## src/rtl/thermo_ctrl_fsm_if.sv

```systemverilog
// Signal bundle between the input-register bank and the thermostat controller.
// Optional macro THERMO_ALARM_EN adds the over-temperature alarm output.
// Handshake: there is no valid/ready pair. Every input is a level sampled on
// each rising clk edge, and every output is a registered level that is valid
// for the whole following cycle.
interface thermo_ctrl_fsm_if;
    logic [3:0] temp_in;
    logic [1:0] meas_in;
    logic       ld_in;
    logic       st_in;
    logic       heat_out;
    logic       cool_out;
    logic       fan_out;
    logic [1:0] state_out;
    logic [3:0] sp_out;
`ifdef THERMO_ALARM_EN
    logic       alarm_out;
`endif

    // Driver side (register bank / testbench)
    modport master (
        output temp_in, meas_in, ld_in, st_in,
`ifdef THERMO_ALARM_EN
        input  alarm_out,
`endif
        input  heat_out, cool_out, fan_out, state_out, sp_out
    );

    // Controller side
    modport slave (
        input  temp_in, meas_in, ld_in, st_in,
`ifdef THERMO_ALARM_EN
        output alarm_out,
`endif
        output heat_out, cool_out, fan_out, state_out, sp_out
    );
endinterface

```

## src/rtl/thermo_ctrl_fsm.sv

```systemverilog
// Thermostat control stage: loadable setpoint, hysteresis FSM driving
// heat/cool/fan, with minimum run and rest times to prevent short-cycling.
// Optional macro THERMO_ALARM_EN: sticky over-temperature alarm that blocks
// heating and forces an active HEAT run into REST.
module thermo_ctrl_fsm #(
    parameter int HYST     = 1,
    parameter int MIN_RUN  = 4,
    parameter int MIN_REST = 2,
    parameter int SP_RESET = 8
) (
    input  logic              clk,
    input  logic              clr,
    thermo_ctrl_fsm_if.slave  bus
);

    typedef enum logic [1:0] {
        ST_IDLE = 2'b00,
        ST_HEAT = 2'b01,
        ST_COOL = 2'b10,
        ST_REST = 2'b11
    } state_t;

    // Counter only needs to reach the larger of the two timing limits.
    localparam int CNT_MAX = (MIN_RUN > MIN_REST) ? MIN_RUN : MIN_REST;
    localparam int CNT_W   = (CNT_MAX < 2) ? 1 : $clog2(CNT_MAX + 1);

    localparam logic [CNT_W-1:0] CNT_SAT   = CNT_W'(CNT_MAX);
    localparam logic [CNT_W-1:0] RUN_LAST  = CNT_W'(MIN_RUN - 1);
    localparam logic [CNT_W-1:0] REST_LAST = CNT_W'(MIN_REST - 1);
    localparam logic [4:0]       HYST_V    = 5'(HYST);
    localparam logic [3:0]       SP_INIT   = 4'(SP_RESET);

    state_t           state_q, state_d;
    logic [CNT_W-1:0] cnt_q, cnt_d;
    logic [3:0]       sp_q, sp_d;

    logic [4:0] sp_ext, lo_raw, hi_raw;
    logic [3:0] lo, hi;
    logic       heat_req, cool_req;
    logic       heat_abort, cool_abort;
    logic       alarm_block;

`ifdef THERMO_ALARM_EN
    logic alarm_q, alarm_d;
`endif

    // Hysteresis band around the registered setpoint, computed in 5 bits and clamped to 0..15
    always_comb begin
        sp_ext = {1'b0, sp_q};
        lo_raw = sp_ext - HYST_V;
        hi_raw = sp_ext + HYST_V;
        lo     = lo_raw[4] ? 4'd0 : lo_raw[3:0];
        hi     = (hi_raw > 5'd15) ? 4'hF : hi_raw[3:0];
    end

`ifdef THERMO_ALARM_EN
    assign alarm_block = alarm_q;
`else
    assign alarm_block = 1'b0;
`endif

    assign heat_req   = bus.st_in & bus.meas_in[0] & (bus.temp_in < lo) & ~alarm_block;
    assign cool_req   = bus.st_in & bus.meas_in[1] & (bus.temp_in > hi);
    assign heat_abort = ~bus.st_in | ~bus.meas_in[0] | alarm_block;
    assign cool_abort = ~bus.st_in | ~bus.meas_in[1];

    // Setpoint load and sticky alarm next-state
    always_comb begin
        sp_d = sp_q;
        if (bus.ld_in) begin
            sp_d = bus.temp_in;
        end
`ifdef THERMO_ALARM_EN
        alarm_d = alarm_q;
        if (bus.temp_in == 4'hF) begin
            alarm_d = 1'b1;
        end else if (bus.ld_in) begin
            alarm_d = 1'b0;
        end
`endif
    end

    // Next state and dwell counter; counter restarts at 0 on every state entry
    always_comb begin
        state_d = state_q;
        cnt_d   = cnt_q;
        unique case (state_q)
            ST_IDLE: begin
                if (heat_req) begin
                    state_d = ST_HEAT;
                end else if (cool_req) begin
                    state_d = ST_COOL;
                end
            end
            ST_HEAT: begin
                if (heat_abort) begin
                    state_d = ST_REST;
                end else if ((cnt_q >= RUN_LAST) && (bus.temp_in >= sp_q)) begin
                    state_d = ST_REST;
                end
            end
            ST_COOL: begin
                if (cool_abort) begin
                    state_d = ST_REST;
                end else if ((cnt_q >= RUN_LAST) && (bus.temp_in <= sp_q)) begin
                    state_d = ST_REST;
                end
            end
            ST_REST: begin
                if (cnt_q == REST_LAST) begin
                    state_d = ST_IDLE;
                end
            end
            default: state_d = ST_IDLE;
        endcase

        if (state_d != state_q) begin
            cnt_d = '0;
        end else if ((state_q != ST_IDLE) && (cnt_q < CNT_SAT)) begin
            cnt_d = cnt_q + 1'b1;
        end
    end

    // State, counter and setpoint registers; clr acts immediately
    always_ff @(posedge clk or posedge clr) begin
        if (clr) begin
            state_q <= ST_IDLE;
            cnt_q   <= '0;
            sp_q    <= SP_INIT;
        end else begin
            state_q <= state_d;
            cnt_q   <= cnt_d;
            sp_q    <= sp_d;
        end
    end

`ifdef THERMO_ALARM_EN
    // Alarm register
    always_ff @(posedge clk or posedge clr) begin
        if (clr) begin
            alarm_q <= 1'b0;
        end else begin
            alarm_q <= alarm_d;
        end
    end

    assign bus.alarm_out = alarm_q;
`endif

    // Outputs decode straight from the state register
    assign bus.heat_out  = (state_q == ST_HEAT);
    assign bus.cool_out  = (state_q == ST_COOL);
    assign bus.fan_out   = (state_q != ST_IDLE);
    assign bus.state_out = state_q;
    assign bus.sp_out    = sp_q;

endmodule

```

## src/flat_wrapper.sv

```systemverilog
// flat-port wrapper written by rule: the top's interface ports become plain ports
module thermo_ctrl_fsm_flat 
#(
    parameter int HYST     = 1,
    parameter int MIN_RUN  = 4,
    parameter int MIN_REST = 2,
    parameter int SP_RESET = 8
)
  (clk, clr, bus_temp_in, bus_meas_in, bus_ld_in, bus_st_in, bus_heat_out, bus_cool_out, bus_fan_out, bus_state_out, bus_sp_out);
  thermo_ctrl_fsm_if bus_i ();
  input  logic clk;
  input  logic clr;
  input wire logic [$bits(bus_i.temp_in)-1:0] bus_temp_in;
  input wire logic [$bits(bus_i.meas_in)-1:0] bus_meas_in;
  input wire logic [$bits(bus_i.ld_in)-1:0] bus_ld_in;
  input wire logic [$bits(bus_i.st_in)-1:0] bus_st_in;
  output wire logic [$bits(bus_i.heat_out)-1:0] bus_heat_out;
  output wire logic [$bits(bus_i.cool_out)-1:0] bus_cool_out;
  output wire logic [$bits(bus_i.fan_out)-1:0] bus_fan_out;
  output wire logic [$bits(bus_i.state_out)-1:0] bus_state_out;
  output wire logic [$bits(bus_i.sp_out)-1:0] bus_sp_out;
  assign bus_i.temp_in = bus_temp_in;
  assign bus_i.meas_in = bus_meas_in;
  assign bus_i.ld_in = bus_ld_in;
  assign bus_i.st_in = bus_st_in;
  assign bus_heat_out = bus_i.heat_out;
  assign bus_cool_out = bus_i.cool_out;
  assign bus_fan_out = bus_i.fan_out;
  assign bus_state_out = bus_i.state_out;
  assign bus_sp_out = bus_i.sp_out;
  thermo_ctrl_fsm #(.HYST(HYST), .MIN_RUN(MIN_RUN), .MIN_REST(MIN_REST), .SP_RESET(SP_RESET)) u_core (.clk(clk), .clr(clr), .bus(bus_i));
endmodule
```

## config.mk

```make
export PLATFORM = sky130hd
export DESIGN_NAME = thermo_ctrl_fsm_flat
export DESIGN_NICKNAME = d
export VERILOG_FILES = /design/src/rtl/thermo_ctrl_fsm_if.sv /design/src/rtl/thermo_ctrl_fsm.sv /design/src/flat_wrapper.sv
export SDC_FILE = /design/constraint.sdc
export NUM_CORES = 1
export LEC_CHECK = 0
export BUFFER_PORTS_ARGS = -buffer_cell sky130_fd_sc_hd__clkbuf_2
export CORE_MARGIN = 2
export CORE_UTILIZATION = 48
export DETAILED_ROUTE_END_ITERATION = 16
export PLACE_DENSITY = 0.75
export SYNTH_ARGS = -nofsm -noshare
export SYNTH_HDL_FRONTEND = slang
export SYNTH_SLANG_ARGS = --single-unit
```

## constraint.sdc

```tcl
create_clock -name clk -period 2.1 [get_ports clk]
set_input_delay 0 -clock clk [delete_from_list [all_inputs] [get_ports clk]]
set_output_delay 0 -clock clk [all_outputs]
set_load 0.01 [all_outputs]
```

==> results.yml <==
sta:
  setup_slack_ns: -0.09601
  relSlewSlack: 0.7294
  tns_ns: -0.2847
  finalMaxSlewViolations: 0
  fmax_mhz: 455.4
  setup_viol: 4
  fin_skew_ns: 0.01350
  period_needed_ns: 2.196
  final-hold-violation-count: 0
  worst_pin_slew_ns: 0.4044
  finalCritPeriodShare: 1.046
  rsz0062_at_grt: "true"
  holdWs_ns: 0.01526
yosys:
  synth.net_count: 124
  synth_commonest_cells: "ha_1, inv_1, dfrtp_1, nand2_1"
  synth.most_common_cell: "ha_1"
  yosysTopAreaCell: "dfrtp_1"
  synth_top_area_frac: 0.2292
  synthCells: 98
  yosys-top-cells-area: "dfrtp_1, ha_1, inv_1"
  synth_seq_area_share: 0.2593
  synth_edf_count: 0
  synth_cell_type_count: 30
  syn_avg_cell_area_um2: 8.912
  syn_area_um2: 873.3
  synthFlopType: "dfrtp_1"
  ys_ff_latch: 9
  ys_async_sr_fraction: 1.000
  ys_warn_count: 0
placement:
  gp_congestion: 0.9092
  post-place-ws_ns: -0.08182
  dpl_cell_area_um2: 1092
  detailed_place_hpwl_mm: 1.729
  port_buffers: 18
  dpl.cell_count: 149
cts:
  clk_latency_ns: 0.26
  cts-root-buf: "clkbuf_4"
  cts_tree: "yes"
  numCtsBuffers: 3
  cts_buffer_depth: 2
  h-tree-depth: 1
  clock_sinks: 9
  clk_pin_slew_ns: 0.07
global_routing:
  grt_pass1_wl_mm: 3.484
  grt_max_degree: 10
  grtUsageTotal: 0.2307
  grt_pass1_vias: 768
  antenna_found_initial: 0
  overflow: 0
run:
  drv_cap: 0
worst_setup_path:
  regToRegStartpoint: "u_core.bus.sp_out[0]$_DFFE_PP0P_"
  end_kind: "register"
  critPathKind: "reg -> reg"
  required_ns: 2.27
  startpoint: "u_core.bus.sp_out[0]$_DFFE_PP0P_"
  cp_max_fo: 4
  start_kind: "register"
  worstPathArrival_ns: 2.36
floorplanning:
  fp.dieW_um: 46.66
  die_h_um: 46.66
  ioPinCount: 19
  std_cell_rows: 15
  die_area_um2: 2177
  coreArea_um2: 1727
  initial_core_util: 0.5058
worst_hold_path:
  hp-start: "bus_temp_in[0]"
  hold_class: "in -> reg"
power:
  p_int_uw: 578.8
  combPwrFrac: 0.584
  switching_power_uw: 423.3
  p_per_area_nw_per_um2: 838.7
  swShare: 0.4224
  vdd_drop_max_v: 0.0006289
  p_leak_nw: 0.5775
  power.share.clock: 0.131
  total_power_mw: 1.002
  seqPwrFrac: 0.284
run_status:
  outcome: "finished, violations left"
  violations: "negative setup slack"
drt:
  avgViaCountPerCell: 5.449
  routed_wl_mm: 2.285
  drc_errors: 0
  drt_iter0_drc: 19
  wl_per_cell_um: 14.46
  vias: 861
  dr.pass1.iters: 4
  ant_nets: 0
final_layout:
  multi_input_area_um2: 681.9
  final_nets: 160
  insertedDiodeCount: 0
  layout-area-overhead-vs-synth_pct: 36.82
  final-seq-area_um2: 227.7
  fin_util: 0.6920
  fill_cells: 141
  layout-drive-gt1-share: 0.4060
  final_area_um2: 1195
  final_cells: 158
cell usage in the layout (no fill, tap or decap), types with 2 or more instances in the layout:
master / n
a21o_1: 4
a21oi_1: 3
a31oi_1: 2
buf_4: 12
clkbuf_2: 18
clkbuf_4: 3
dfrtp_1: 7
ha_1: 13
ha_4: 2
inv_1: 8
inv_2: 2
nand2_1: 7
nand3_1: 4
nand4_1: 3
nor2_1: 6
nor2b_1: 4
nor3_2: 2
nor4_2: 3
o211ai_1: 3
o21a_1: 2
o21ai_0: 6
critical path: stages (launching register included):
cell     delay (ns)
dfrtp_2        0.43
inv_2          0.09
ha_4           0.15
nand2_1        0.05
mux2_4         0.27
ha_4           0.17
nor4_2         0.31
a21o_1         0.24
o22ai_2        0.14
nor4_2         0.27
sequential cells by signal, indices dropped and copies added (netlist names):
signal	count
u_core.bus.state_out	2
u_core.bus.sp_out	4
u_core.cnt_q	3
final timing paths:
kind | slack, ns | cells past startpoint | to
setup / recovery | -0.1 | 9 | u_core.cnt_q[0]$_DFFE_PP0P_
max in group asynchronous | 1.59 | 3 | u_core.bus.sp_out[3]$_DFFE_PP1P_
min in group asynchronous | 0.21 | 3 | u_core.bus.state_out[0]$_DFF_PP0_
setup reg to reg | -0.1 | 9 | u_core.cnt_q[0]$_DFFE_PP0P_
hold / removal | 0.02 | 3 | u_core.bus.sp_out[0]$_DFFE_PP0P_
hold reg to reg | 0.55 | 1 | u_core.bus.state_out[0]$_DFF_PP0_
kinds of logic after synthesis:
logic type,share of synthesized area
compound gates,0.2221
xor+xnor,0.01003
fa+ha+maj,0.2292
buf+inv,0.04298
flops,0.2593
mux,0.02435
simple gates,0.2120
layout make-up:
type	instances	area share
multi-input combinational	79	0.5707
sequential	9	0.1906
timing repair buffer	31	0.1592
inverter	10	0.03141
tap	25	0.02618
clock buffer	4	0.02199
repair_timing:
action | in CTS | in global routing
hold buffers | 1 | 0
endpoints found under the hold margin | 9 | 0
buffers inserted | 3 | 2
endpoints found under the setup margin | 4 | 5
pin swaps | 3 | 5
gates resized for setup | 1 | 6
cloned | 0 | 0
power groups by stage:
stage	Clock (mW)	Combinational, mW	Sequential, mW
2_1_floorplan	0	0.362	0.290
3_3_place_gp	0	0.505	0.285
3_5_place_dp	0	0.525	0.285
4_1_cts	0.134	0.550	0.282
5_1_grt	0.148	0.645	0.293
6_report	0.132	0.586	0.285
per-layer routing:
metal | GRT usage | wire, um
met4 | 0.05556 | 14
met1 | 0.3430 | 1110
met3 | 0.03529 | 62
met2 | 0.3500 | 1098
met5 | 0 | 0
Note: power is estimated with default switching activity, not from simulation.
